==> src/rtl/maze_move_multi.sv <==
// rtl/maze_move_multi.sv - multi-player maze token mover with wall checks, cooldown and winner arbitration
// Decodes arrow/WASD make codes into wall-checked moves for up to two tokens on a path bitmap.
module maze_move_multi #(
   parameter int NUM_PLAYERS = 2,
   parameter int WIDTH       = 16,
   parameter int HEIGHT      = 16,
   parameter int COORD_W     = 5,
   parameter int CNT_W       = 10,
   parameter int COOLDOWN    = 2_000_000
) (
   input  logic                           clk,
   input  logic                           reset,
   input  logic                           enable,
   input  logic                           load,
   input  logic                           key_valid,
   input  logic [7:0]                     key_code,
   input  logic [WIDTH*HEIGHT-1:0]        maze_data,
   input  logic [COORD_W-1:0]             start_x,
   input  logic [COORD_W-1:0]             start_y,
   input  logic [COORD_W-1:0]             finish_x,
   input  logic [COORD_W-1:0]             finish_y,
   output logic [NUM_PLAYERS*COORD_W-1:0] pos_x,
   output logic [NUM_PLAYERS*COORD_W-1:0] pos_y,
   output logic [NUM_PLAYERS*CNT_W-1:0]   move_cnt,
   output logic                           moved,
   output logic                           bumped,
   output logic                           win,
   output logic                           winner
);

   localparam logic [1:0] ST_IDLE = 2'd0;
   localparam logic [1:0] ST_PLAY = 2'd1;
   localparam logic [1:0] ST_WON  = 2'd2;

   localparam logic [1:0] DIR_UP    = 2'd0;
   localparam logic [1:0] DIR_DOWN  = 2'd1;
   localparam logic [1:0] DIR_LEFT  = 2'd2;
   localparam logic [1:0] DIR_RIGHT = 2'd3;

   localparam int CD_W  = (COOLDOWN > 0) ? $clog2(COOLDOWN + 1) : 1;
   localparam int IDX_W = $clog2(WIDTH * HEIGHT);

   logic [1:0]                     state_q, state_d;
   logic [NUM_PLAYERS*COORD_W-1:0] pos_x_q, pos_x_d, pos_y_q, pos_y_d;
   logic [NUM_PLAYERS*CNT_W-1:0]   cnt_q, cnt_d;
   logic [NUM_PLAYERS*CD_W-1:0]    cd_q, cd_d;
   logic                           moved_q, moved_d, bumped_q, bumped_d;
   logic                           win_q, win_d, winner_q, winner_d;

   logic                           key_map, key_p, p_idx;
   logic [1:0]                     key_dir;
   logic [COORD_W-1:0]             cur_x, cur_y, tx, ty;
   logic [CNT_W-1:0]               cur_cnt;
   logic [CD_W-1:0]                cur_cd;
   logic [IDX_W-1:0]               idx;
   logic                           edge_ok, cell_open, do_eval, accept, blocked;

   always_comb begin
      key_map = 1'b0;
      key_p   = 1'b0;
      key_dir = DIR_UP;
      case (key_code)
         8'hEA: begin key_map = 1'b1; key_dir = DIR_UP;    end
         8'hE4: begin key_map = 1'b1; key_dir = DIR_DOWN;  end
         8'hD6: begin key_map = 1'b1; key_dir = DIR_LEFT;  end
         8'hE8: begin key_map = 1'b1; key_dir = DIR_RIGHT; end
         8'h3A: begin key_map = (NUM_PLAYERS > 1); key_p = 1'b1; key_dir = DIR_UP;    end
         8'h36: begin key_map = (NUM_PLAYERS > 1); key_p = 1'b1; key_dir = DIR_DOWN;  end
         8'h38: begin key_map = (NUM_PLAYERS > 1); key_p = 1'b1; key_dir = DIR_LEFT;  end
         8'h46: begin key_map = (NUM_PLAYERS > 1); key_p = 1'b1; key_dir = DIR_RIGHT; end
         default: ;
      endcase
   end

   assign p_idx   = (NUM_PLAYERS > 1) ? key_p : 1'b0;
   assign cur_x   = pos_x_q[int'(p_idx)*COORD_W +: COORD_W];
   assign cur_y   = pos_y_q[int'(p_idx)*COORD_W +: COORD_W];
   assign cur_cnt = cnt_q[int'(p_idx)*CNT_W +: CNT_W];
   assign cur_cd  = cd_q[int'(p_idx)*CD_W +: CD_W];

   // Target stays on the current cell when the edge blocks, keeping the bitmap index in range.
   always_comb begin
      edge_ok = 1'b0;
      tx      = cur_x;
      ty      = cur_y;
      case (key_dir)
         DIR_UP:    if (cur_y != '0)                   begin edge_ok = 1'b1; ty = cur_y - COORD_W'(1); end
         DIR_DOWN:  if (cur_y < COORD_W'(HEIGHT - 1))  begin edge_ok = 1'b1; ty = cur_y + COORD_W'(1); end
         DIR_LEFT:  if (cur_x != '0)                   begin edge_ok = 1'b1; tx = cur_x - COORD_W'(1); end
         default:   if (cur_x < COORD_W'(WIDTH - 1))   begin edge_ok = 1'b1; tx = cur_x + COORD_W'(1); end
      endcase
   end

   assign idx       = IDX_W'(ty) * IDX_W'(WIDTH) + IDX_W'(tx);
   assign cell_open = maze_data[idx];
   assign do_eval   = (state_q == ST_PLAY) && enable && key_valid && key_map
                      && (cur_cd == '0) && !load;
   assign accept    = do_eval && edge_ok && cell_open;
   assign blocked   = do_eval && !accept;

   always_comb begin
      state_d  = state_q;
      pos_x_d  = pos_x_q;
      pos_y_d  = pos_y_q;
      cnt_d    = cnt_q;
      win_d    = win_q;
      winner_d = winner_q;
      moved_d  = 1'b0;
      bumped_d = 1'b0;
      cd_d     = '0;
      for (int p = 0; p < NUM_PLAYERS; p++) begin
         if (cd_q[p*CD_W +: CD_W] != '0)
            cd_d[p*CD_W +: CD_W] = cd_q[p*CD_W +: CD_W] - CD_W'(1);
      end
      if (load) begin
         state_d  = ST_PLAY;
         cnt_d    = '0;
         cd_d     = '0;
         win_d    = 1'b0;
         winner_d = 1'b0;
         for (int p = 0; p < NUM_PLAYERS; p++) begin
            pos_x_d[p*COORD_W +: COORD_W] = start_x;
            pos_y_d[p*COORD_W +: COORD_W] = start_y;
         end
      end else begin
         bumped_d = blocked;
         if (accept) begin
            moved_d = 1'b1;
            pos_x_d[int'(p_idx)*COORD_W +: COORD_W] = tx;
            pos_y_d[int'(p_idx)*COORD_W +: COORD_W] = ty;
            cd_d[int'(p_idx)*CD_W +: CD_W]          = CD_W'(COOLDOWN);
            if (cur_cnt != {CNT_W{1'b1}})
               cnt_d[int'(p_idx)*CNT_W +: CNT_W] = cur_cnt + CNT_W'(1);
            if ((tx == finish_x) && (ty == finish_y)) begin
               state_d  = ST_WON;
               win_d    = 1'b1;
               winner_d = p_idx;
            end
         end
      end
   end

   always_ff @(posedge clk or posedge reset) begin
      if (reset) begin
         state_q  <= ST_IDLE;
         pos_x_q  <= '0;
         pos_y_q  <= '0;
         cnt_q    <= '0;
         cd_q     <= '0;
         moved_q  <= 1'b0;
         bumped_q <= 1'b0;
         win_q    <= 1'b0;
         winner_q <= 1'b0;
      end else begin
         state_q  <= state_d;
         pos_x_q  <= pos_x_d;
         pos_y_q  <= pos_y_d;
         cnt_q    <= cnt_d;
         cd_q     <= cd_d;
         moved_q  <= moved_d;
         bumped_q <= bumped_d;
         win_q    <= win_d;
         winner_q <= winner_d;
      end
   end

   assign pos_x    = pos_x_q;
   assign pos_y    = pos_y_q;
   assign move_cnt = cnt_q;
   assign moved    = moved_q;
   assign bumped   = bumped_q;
   assign win      = win_q;
   assign winner   = winner_q;

endmodule

==> config.mk <==
export PLATFORM = sky130hd
export DESIGN_NAME = maze_move_multi
export DESIGN_NICKNAME = d
export VERILOG_FILES = /design/src/rtl/maze_move_multi.sv
export SDC_FILE = /design/constraint.sdc
export NUM_CORES = 1
export LEC_CHECK = 0
export BUFFER_PORTS_ARGS = -buffer_cell sky130_fd_sc_hd__buf_2
export CAP_MARGIN = 20
export CORE_MARGIN = 2
export CORE_UTILIZATION = 40
export CTS_BUF_LIST = sky130_fd_sc_hd__clkbuf_8
export DETAILED_ROUTE_END_ITERATION = 16
export GPL_TIMING_DRIVEN = 0
export PLACE_DENSITY = 0.77
export SYNTH_ARGS = -nofsm -noshare
export SYNTH_HDL_FRONTEND = slang
export SYNTH_SLANG_ARGS = --single-unit
==> constraint.sdc <==
create_clock -name clk -period 5.52 [get_ports clk]
set_input_delay 0 -clock clk [delete_from_list [all_inputs] [get_ports clk]]
set_output_delay 0 -clock clk [all_outputs]
set_load 0.005 [all_outputs]
==> flow_summary_export.csv <==
group,metric,value,unit
status,run_status,"finished clean",
place,dp_hpwl,30450,um
timing,setup-violations-final,0,
logic_synthesis,yosysMostFrequentCell,"sky130_fd_sc_hd__nand2_1",
run,drv.max_cap_violation_count,0,
timing,number_of_hold_violations_in_the_final_report,0,
final_layout,post_route_cells_drive_above_1_share,33.94,%
place,placed_area,10710,sq um
logic_synthesis,synth_cell_types,97,
timing,period_share,97.60,%
logic_synthesis,syn_nets,1360,
route,detail_route.vias_per_cell,6.045,
logic_synthesis,dominantRegCellSynth,"sky130_fd_sc_hd__dfrtp_1",
floorplanning,die_area,22860,sq um
grt,grt_pass1_wl,54850,um
critical_path,crit_type,"in2reg",
logic_synthesis,yosysSeqAreaShare,25.12,%
place,place.port_buffers,332,
timing,hold_ws,160.0,ps
route,drc_errors,0,
floorplanning,floorplan.initialDensity,40.97,%
power,fin_total_pwr,2.925,mW
clocking,tritoncts,"built",
floorplanning,row_count,53,
final_layout,utilization,53.39,%
grt,grt.overflow.total,0,
logic_synthesis,synthArstFlopShare,100.0,%
clocking,numCtsBuffers,9,
floorplanning,die_width,151.2,um
final_layout,area_delta_synth_final,30.32,%
floorplanning,floorplan.die.height,151.2,um
route,wl_per_cell,22.24,um
timing,clock.fmax,185.6,MHz
logic_synthesis,ys_ff_latch,87,
critical_path,worst-endpoint-required,5760,ps
grt,groute.usage.overall,31.56,%
logic_synthesis,yosysWarnings,0,
timing,worst_pin_slew,733.8,ps
clocking,htree_num_levels,3,
grt,grt_pass1_vias,9778,
clocking,clock_sink_count,87,
clocking,cts.root.buffer_cell,"sky130_fd_sc_hd__clkbuf_8",
clocking,cts.clk_slew.worst_paths,110,ps
grt,grt_antenna_before_repair,3,
grt,grt_max_degree,57,
logic_synthesis,post-synth-top-area-cell,"sky130_fd_sc_hd__dfrtp_1",
final_layout,instances_no_fill,1707,
logic_synthesis,yosys-top-cells-area,"sky130_fd_sc_hd__dfrtp_1 (25%), sky130_fd_sc_hd__mux2i_1 (6.1%), sky130_fd_sc_hd__nand2_1 (5.4%)",
floorplanning,io-pin-count,333,
timing,clock_skew,17.35,ps
clocking,worst_skew_pair.late_latency,380,ps
clocking,cts.path.max_buffers,2,
route,detailedRoute.firstPassIterationCount,5,
route,aggregate_routed_wire_length,37970,um
timing,minimum_clock_period,5387,ps
logic_synthesis,post_synth_instance_area,8666,sq um
critical_path,timing.critical_path.to_type,"flip-flop",
route,detailroute.via_count,10319,
critical_path,crit_arrival,5620,ps
logic_synthesis,postSynthCellCount,1060,
logic_synthesis,post_synth.cell_area_avg,8.175,sq um
route,final_antenna_net_count,0,
place,dp_slack,-1567,ps
floorplanning,fp.coreArea,21150,sq um
timing,grt_setup_unrepaired,"false",
critical_path,critical_path_peak_fanout,19,
timing,max_slew_margin,50.73,%
logic_synthesis,synth_edf_count,0,
timing,tns,0,ps
place,placed_cells_incl_taps,1669,
place,place_congestion,0.9567,
timing,slew_viol_final,0,
critical_path,start_kind,"input pin",
final_layout,num-nets-final,1724,
logic_synthesis,yosys.area.top_type_share,25.12,%
worst_hold_path,min-delay-path-class,"in2async",
timing,post-route-worst-setup-slack,132.6,ps
power,power_density,259.0,nW/um^2
route,drt_iter0_markers,956,
logic_synthesis,synth_top_cells_by_count,"sky130_fd_sc_hd__nand2_1 (124), sky130_fd_sc_hd__nand3_1 (88), sky130_fd_sc_hd__dfrtp_1 (87)",
power,peakVddDrop,0.2792,mV
power,leakage_power_figure,5.089,nW
final_layout,design_area,11290,sq um
worst max-delay path: stages:
cell and delay [ps]:
sky130_fd_sc_hd__buf_2 130, sky130_fd_sc_hd__and3b_1 190, sky130_fd_sc_hd__buf_6 130, sky130_fd_sc_hd__o2111ai_4 290, sky130_fd_sc_hd__nand2_4 170, sky130_fd_sc_hd__buf_6 220
sky130_fd_sc_hd__a21oi_2 180, sky130_fd_sc_hd__ha_2 260, sky130_fd_sc_hd__nor4b_4 280, sky130_fd_sc_hd__nor2b_1 80, sky130_fd_sc_hd__o21a_1 130, sky130_fd_sc_hd__o21ai_1 130
sky130_fd_sc_hd__nor3b_4 290, sky130_fd_sc_hd__or2_1 160, sky130_fd_sc_hd__buf_6 200, sky130_fd_sc_hd__buf_6 170, sky130_fd_sc_hd__buf_6 160, sky130_fd_sc_hd__buf_4 210
sky130_fd_sc_hd__mux2i_1 110, sky130_fd_sc_hd__a2111oi_1 720, sky130_fd_sc_hd__a2111o_1 200, sky130_fd_sc_hd__o2111ai_4 220, sky130_fd_sc_hd__o21a_1 250, sky130_fd_sc_hd__clkbuf_4 200
sky130_fd_sc_hd__nand2_2 160, sky130_fd_sc_hd__buf_4 210, sky130_fd_sc_hd__o21ai_0 120
cell families (layout without fill, tap and decap cells):
group                      after synthesis  in the layout  synth area share [%]
adders and majority gates               11             11                 1.588
AOI/OAI and AO/OA                      255            255                 22.47
buffers and inverters                  111            480                 6.064
DFF                                     87             87                 25.12
xor gates and xnor gates                55             55                 5.646
and+or+nand+nor                        466            466                 28.70
other                                    0              3                     0
muxes                                   75             75                 10.41
routing by layer:
metal	vias up	GRT usage, %	wire length (um)
met3	76	5.663	3780
li1	4709	-	-
met5	-	0	0
met4	0	14.07	1612
met2	619	49.25	17260
met1	4915	42.67	15320
power breakdown:
part,internal (mW),switching [mW],total (mW)
Sequential,0.753,0.120,0.872
Clock,0.178,0.269,0.447
Combinational,0.665,0.940,1.61
Total,1.60,1.33,2.93
layout make-up:
type | count | area [sq um]
antenna | 3 | 7.507
fill | 2069 | 9861
inverter | 43 | 163.9
buffer | 64 | 394.1
timing repair buffer | 357 | 1899
tap | 275 | 344.1
clock inverter | 7 | 73.82
multi-input combinational | 862 | 6110
clock buffer | 9 | 123.9
sequential | 87 | 2177
registers in the layout, indices dropped and copies added, names as in the netlist:
name,count
pos_x,10
winner,1
cd_q,42
bumped,1
moved,1
move_cnt,20
state_q,2
pos_y,10
worst paths after layout:
path,from,end,slack [ps],depth (start not counted)
min in group clk,finish_y[3],winner,190,5
min reg2reg,cd_q[0],cd_q[0],480,1
min,reset,cd_q[13],160,3
max reg2reg,pos_x[6],cd_q[36],200,22
max in group asynchronous,reset,pos_y[5],4730,4
max,key_code[1],cd_q[36],130,27
cell usage in the layout, fill, tap and decap left out, types with 10 or more instances in the layout:
| master | synthesis | final |
|---|---|---|
| sky130_fd_sc_hd__inv_1 | 42 | 41 |
| sky130_fd_sc_hd__o21ai_0 | 36 | 35 |
| sky130_fd_sc_hd__o211ai_1 | 27 | 27 |
| sky130_fd_sc_hd__clkbuf_1 | 29 | 16 |
| sky130_fd_sc_hd__xnor2_1 | 39 | 38 |
| sky130_fd_sc_hd__nand3_1 | 88 | 88 |
| sky130_fd_sc_hd__nor4_1 | 14 | 13 |
| sky130_fd_sc_hd__mux2_2 | 11 | 11 |
| sky130_fd_sc_hd__nor2_1 | 54 | 51 |
| sky130_fd_sc_hd__buf_4 | 4 | 19 |
| sky130_fd_sc_hd__mux4_2 | 10 | 10 |
| sky130_fd_sc_hd__buf_2 | 24 | 347 |
| sky130_fd_sc_hd__a211oi_1 | 36 | 36 |
| sky130_fd_sc_hd__nand2b_1 | 14 | 14 |
| sky130_fd_sc_hd__nor3_1 | 48 | 48 |
| sky130_fd_sc_hd__dlygate4sd3_1 | 0 | 12 |
| sky130_fd_sc_hd__nand4_1 | 23 | 23 |
| sky130_fd_sc_hd__a21oi_1 | 30 | 29 |
| sky130_fd_sc_hd__ha_1 | 11 | 10 |
| sky130_fd_sc_hd__xor2_1 | 15 | 15 |
| sky130_fd_sc_hd__a21o_1 | 11 | 11 |
| sky130_fd_sc_hd__nor3b_1 | 27 | 27 |
| sky130_fd_sc_hd__mux2i_1 | 53 | 51 |
| sky130_fd_sc_hd__nand2_1 | 124 | 123 |
| sky130_fd_sc_hd__dfrtp_1 | 87 | 87 |
what timing repair did:
item                                    in CTS  in global routing
pin swaps                                    4                  4
buffers inserted                             9                  2
hold buffers                                12                  0
endpoints found under the hold margin       51                  0
endpoints found under the setup margin      80                 79
gates cloned                                 0                  0
resized for setup                           19                 39
Note: power is estimated with default switching activity, not from simulation.
